[config.mk]
export PLATFORM = sky130hd
export DESIGN_NAME = fetch_pc_predict
export DESIGN_NICKNAME = d
export VERILOG_FILES = /design/src/rtl/fetch_pc_predict.sv
export SDC_FILE = /design/constraint.sdc
export NUM_CORES = 1
export LEC_CHECK = 0
export ABC_AREA = 0
export ABC_CLOCK_PERIOD_IN_PS = 3470
export CAP_MARGIN = 20
export CORE_ASPECT_RATIO = 1.2
export CORE_MARGIN = 2
export CORE_UTILIZATION = 30
export CTS_CLUSTER_DIAMETER = 30
export CTS_CLUSTER_SIZE = 40
export DETAILED_ROUTE_END_ITERATION = 8
export MAX_ROUTING_LAYER = met4
export SETUP_SLACK_MARGIN = 0.15
export SLEW_MARGIN = 10
export SYNTH_ARGS = -nofsm -noshare
export SYNTH_HDL_FRONTEND = slang
export SYNTH_SLANG_ARGS = --single-unit
[constraint.sdc]
create_clock -name clk -period 3.47 [get_ports clk]
set_input_delay 0.5205 -clock clk [delete_from_list [all_inputs] [get_ports clk]]
set_output_delay 0.5205 -clock clk [all_outputs]
set_load 0.01 [all_outputs]
[src/rtl/fetch_pc_predict.sv]
// Instruction-fetch front end: PC register plus a direct-mapped BTB/BHT with
// 2-bit saturating counters. The prediction is looked up combinationally from the current PC.
module fetch_pc_predict #(
  parameter int ADDR_BIT = 12,
  parameter int IDX_BIT  = 4
) (
  input  logic                clk,
  input  logic                rst_n,
  input  logic                en,
  input  logic                redirect,
  input  logic [ADDR_BIT-1:0] redirect_pc,
  input  logic                upd_valid,
  input  logic [ADDR_BIT-1:0] upd_pc,
  input  logic                upd_taken,
  input  logic [ADDR_BIT-1:0] upd_target,
  input  logic [1:0]          upd_bht_state,
  output logic [ADDR_BIT-1:0] pc,
  output logic [ADDR_BIT-1:0] pc_4,
  output logic [ADDR_BIT-1:0] pc_guessed,
  output logic [1:0]          bht_state
);

  localparam int TAG_BIT = ADDR_BIT - IDX_BIT - 2;
  localparam int ENTRIES = 1 << IDX_BIT;

  typedef enum logic [1:0] {
    STRONG_NT = 2'b00,
    WEAK_NT   = 2'b01,
    WEAK_T    = 2'b10,
    STRONG_T  = 2'b11
  } cnt_e;

  logic [ADDR_BIT-1:0] r_pc;
  logic                r_valid  [ENTRIES];
  logic [TAG_BIT-1:0]  r_tag    [ENTRIES];
  logic [ADDR_BIT-1:0] r_target [ENTRIES];
  cnt_e                r_cnt    [ENTRIES];

  logic [IDX_BIT-1:0]  w_idx;
  logic [TAG_BIT-1:0]  w_tag;
  logic                w_hit;
  logic                w_pred_taken;
  logic [ADDR_BIT-1:0] w_pc_4;
  logic [ADDR_BIT-1:0] w_next_pc;
  logic [IDX_BIT-1:0]  w_upd_idx;
  logic [TAG_BIT-1:0]  w_upd_tag;
  logic                w_upd_hit;
  logic [1:0]          w_unused;

  function automatic cnt_e sat_cnt(input cnt_e s, input logic taken);
    if (taken) sat_cnt = (s == STRONG_T)  ? STRONG_T  : cnt_e'(s + 2'd1);
    else       sat_cnt = (s == STRONG_NT) ? STRONG_NT : cnt_e'(s - 2'd1);
  endfunction

  // Lookup uses the registered table, so an update in this cycle is seen next cycle.
  assign w_idx        = r_pc[IDX_BIT+1:2];
  assign w_tag        = r_pc[ADDR_BIT-1:IDX_BIT+2];
  assign w_hit        = r_valid[w_idx] && (r_tag[w_idx] == w_tag);
  assign w_pred_taken = w_hit && r_cnt[w_idx][1];
  assign w_pc_4       = r_pc + ADDR_BIT'(4);

  assign w_upd_idx = upd_pc[IDX_BIT+1:2];
  assign w_upd_tag = upd_pc[ADDR_BIT-1:IDX_BIT+2];
  assign w_upd_hit = r_valid[w_upd_idx] && (r_tag[w_upd_idx] == w_upd_tag);
  assign w_unused  = upd_pc[1:0];

  always_comb begin
    w_next_pc = w_pred_taken ? r_target[w_idx] : w_pc_4;
    if (redirect)  w_next_pc = redirect_pc;
    else if (!en)  w_next_pc = r_pc;
  end

  assign pc         = r_pc;
  assign pc_4       = w_pc_4;
  assign pc_guessed = w_pred_taken ? r_target[w_idx] : w_pc_4;
  assign bht_state  = w_hit ? r_cnt[w_idx] : STRONG_NT;

  // NOTE: sequential state uses non-blocking assignments so every register samples pre-edge values.
  always_ff @(posedge clk or negedge rst_n) begin
    if (!rst_n) r_pc <= '0;
    else        r_pc <= w_next_pc;
  end

  // NOTE: the table is reset explicitly because a reset must invalidate every entry at once;
  // this makes it flops rather than a RAM macro, which is fine at this size.
  always_ff @(posedge clk or negedge rst_n) begin
    if (!rst_n) begin
      for (int i = 0; i < ENTRIES; i++) begin
        r_valid[i]  <= 1'b0;
        r_tag[i]    <= '0;
        r_target[i] <= '0;
        r_cnt[i]    <= STRONG_NT;
      end
    end else if (upd_valid) begin
      if (w_upd_hit) begin
        // Train from the state carried down the pipe, not the live entry.
        r_cnt[w_upd_idx] <= sat_cnt(cnt_e'(upd_bht_state), upd_taken);
        if (upd_taken) r_target[w_upd_idx] <= upd_target;
      end else if (upd_taken) begin
        r_valid[w_upd_idx]  <= 1'b1;
        r_tag[w_upd_idx]    <= w_upd_tag;
        r_target[w_upd_idx] <= upd_target;
        r_cnt[w_upd_idx]    <= WEAK_T;
      end
    end
  end

endmodule
==> metrics.txt <==
min Tclk post-route slightly below 4 ns; register area share after synthesis between 40 and 50%; Worst Hold Class in2async; area leader, netlist dfrtp_1; ys async rst share 100%; post-synth top area share 49.4%; Die W around 230 µm; Bufs on Longest Clock Path 3; CP required just under 3 ns; Yosys reg bits 348; first-pass GRT wire length 77000 µm; Max Cap Viol 0; peak supply drop between 0.3 and 0.4 mV; IO Count slightly above 80; CP Max Fanout 6; Total GRT Usage between 15 and 20%; r2r startpoint pc[2]; ANT nets after route 0; arrival time worst endpoint 3.39 ns; post-synthesis cell area 0.0176 mm²; Mapped Cells 1251; Tcrit/Tclk final 113%; synth warn 0; DIE AREA 0.0607 mm²; Mean Syn Cell Area roughly 14 µm²; final core occ about two fifths; slew at the pin closest to its max-slew limit 0.639 ns; Root Buffer clkbuf_16; Syn-to-layout area delta 36.1%; clock latency at the later pin of the worst-skew pair 0.62 ns; DR iter-0 viols ~830; Worst Skew ~0.028 ns; vias in the first global route roughly 13000; total congestion overflow 0; chip height 269 µm; Max Slew Vio Count 0; TritonCTS clock tree yes; Initial DRT Pass Iterations 5; NumNets Final around 1500; Syn Nets roughly 1300; Num Clock Sinks roughly 350; Reg clk slew, reported paths around 0.040 ns; fillers 5245; Final Cell Area around 0.024 mm²; Num CTS Buffers 89; routed wire length between 50000 and 60000 µm; FF-to-FF End pc[2]; Core Region 0.0583 mm²; critical path class reg2out; worst reg2reg setup slack roughly 0.34 ns; Buffers on Ports 79; largest net degree at the start of global routing 89; dominant synthesized flop cell dfrtp_1; Fin Hold WS between 0.4 and 0.5 ns; DR vias/cell between 5 and 6; Post-synth EDFFs 0; DR WL/cell roughly 22 µm; Fin. Hold Viols 0; GP Congestion slightly below 0.9; RSZ-0062 raised after global routing yes; Setup crit end kind output pin; Leak around 11 nW; Power Dens Cells about 700 mW/mm²; share of cells above drive strength 1 between 40% and 50%; dpl cell area just over 0.02 mm²; DP Cell Count roughly 2100; Yosys cell types 53; number of core rows between 90 and 100; relative slew slack between 50% and 60%; failing checks negative setup slack; setup violators final 14; CP Launch Type flip-flop; H-tree lvl count 3; post-DP HPWL 32300 µm; DRC violations left 0; final worst setup slack -0.439 ns; routed vias 11900; fmax between 200 and 300 MHz; Initial Util between 30% and 40%; status complete, but fails checks; R2R depth 11; synth top area cells dfrtp_1 49%, mux2_2 14%, mux4_2 14%; Post-Layout Cell Count between 2000 and 2500; initial antenna violation count 3
## final cells by class
cell class / instances / area [µm²] / share of cell area (%)
Sequential cell: 348 / 8720 / 36.3
Multi-Input combinational cell: 762 / 8540 / 35.6
Timing Repair Buffer: 242 / 2610 / 10.9
Clock buffer: 114 / 2510 / 10.5
Tap cell: 742 / 928 / 3.87
Clock inverter: 42 / 572 / 2.38
Inverter: 26 / 97.6 / 0.407
Antenna cell: 5 / 12.5 / 0.0522
## repair_timing
action	in CTS	in global routing
cloned	5	1
setup buffers	16	4
pin swaps	16	18
hold endpoints to repair	48	0
endpoints found under the setup margin	23	17
hold buffers	1	0
resized for setup	145	31
## power breakdown
part | switching [W] | internal (W) | total [W]
Sequential | 0.000462 | 0.00481 | 0.00527
Combinational | 0.00127 | 0.00180 | 0.00308
Clock | 0.00245 | 0.00593 | 0.00838
Total | 0.00419 | 0.0125 | 0.0167
## worst max-delay path by stage
| stage | start | cells past startpoint | to |
|---|---|---|---|
| CTS | pc[2] | 9 | pc_guessed[3] |
| finish | pc[2] | 10 | pc_guessed[1] |
| detailed placement | pc[2] | 7 | pc_guessed[8] |
| floorplan | pc[2] | 10 | pc_guessed[0] |
| global route | pc[2] | 13 | pc_guessed[4] |
| global placement | pc[2] | 7 | pc_guessed[8] |
## registers in the layout, indices dropped and copies added, names as in the netlist
signal / flops
r_tag: 96
r_cnt: 32
r_target: 192
r_valid: 16
pc: 12
## Yosys cell counts, types with 2 or more instances
| cell | count |
|---|---|
| inv_1 | 26 |
| or2_2 | 6 |
| a21oi_1 | 19 |
| o21ai_0 | 15 |
| nand2b_1 | 32 |
| a22oi_1 | 12 |
| o31ai_1 | 2 |
| a31o_2 | 3 |
| o31a_1 | 6 |
| buf_2 | 16 |
| nor3b_1 | 4 |
| mux2_2 | 224 |
| o221ai_1 | 2 |
| nor2b_1 | 10 |
| nor3_1 | 11 |
| dfrtp_1 | 348 |
| mux2i_1 | 59 |
| a221oi_1 | 4 |
| mux2_1 | 66 |
| o211ai_1 | 2 |
| nor2_1 | 27 |
| buf_1 | 18 |
| a2bb2oi_1 | 10 |
| buf_6 | 5 |
| and3_1 | 13 |
| a21boi_0 | 8 |
| a41oi_1 | 2 |
| and2_1 | 6 |
| xnor2_1 | 11 |
| clkbuf_1 | 55 |
| o2111a_1 | 2 |
| nand2_1 | 25 |
| o2bb2ai_1 | 10 |
| mux4_2 | 110 |
| o21bai_1 | 9 |
| xor2_1 | 8 |
| buf_4 | 21 |
| o22ai_1 | 2 |
| nand3_1 | 15 |
| or2_1 | 5 |
| nand4_1 | 10 |
## layer usage
metal	vias up	routed length, µm	GRT usage, %
li1	5142	-	-
met1	6276	21200	21.2
met2	359	25300	27.8
met3	96	2640	4.14
met4	0	1330	5.59
met5	-	0	-
## critical path, cell delays in order, from the launching register on
cell	delay [ns]
dfrtp_4	0.45
buf_12	0.14
mux4_2	0.52
mux4_2	0.57
xnor2_2	0.20
and3_4	0.26
buf_6	0.14
buf_8	0.14
nand3_1	0.08
o21ai_1	0.09
buf_2	0.16
## cell families (layout without fill, tap and decap cells)
family	after synthesis	in the layout	synth area share (%)
adders and majority gates	2	2	0.128
other	0	5	0
muxes	459	459	35.9
DFF	348	348	49.4
xor gates and xnor gates	19	19	0.944
buffers and inverters	141	424	3.78
and+or+nand+nor	167	167	5.06
AOI/OAI and AO/OA	115	115	4.74
## per-stage QoR
step	worst slack [ns]	TNS [ns]	total power, W
5_1_grt	-0.522	-6.68	0.0174
6_report	-0.439	-5.45	0.0167
4_1_cts	-0.479	-6.00	0.0168
3_3_place_gp	-0.433	-36.50	0.00803
3_5_place_dp	-0.426	-37.25	0.00813
2_1_floorplan	0.104	0	0.00704
## placed cells by master, fill, tap and decap left out, types with 6 or more instances in the layout
cell type        count
a21oi_1             14
a22oi_1              9
a2bb2oi_1           10
and3_1               6
and3_4               7
buf_12              32
buf_16               7
buf_2                6
buf_4              110
buf_6               20
bufinv_16           12
clkbuf_1             8
clkbuf_16           92
clkbuf_8            15
clkdlybuf4s50_1     56
clkinv_2            19
dfrtp_1            345
inv_1               26
mux2_1              66
mux2_2             224
mux2i_1             54
mux4_2             110
nand2_1             24
nand2b_1            32
nand3_1             13
nand4_1             10
nor2_1              18
nor2_2               8
nor2b_1              8
nor3_1               9
o21ai_0             10
o21bai_1             9
o2bb2ai_1           10
o31a_1               6
or2_4                6
xnor2_1              9
xor2_1               7
No activity file was read; power rests on OpenSTA's default activity.
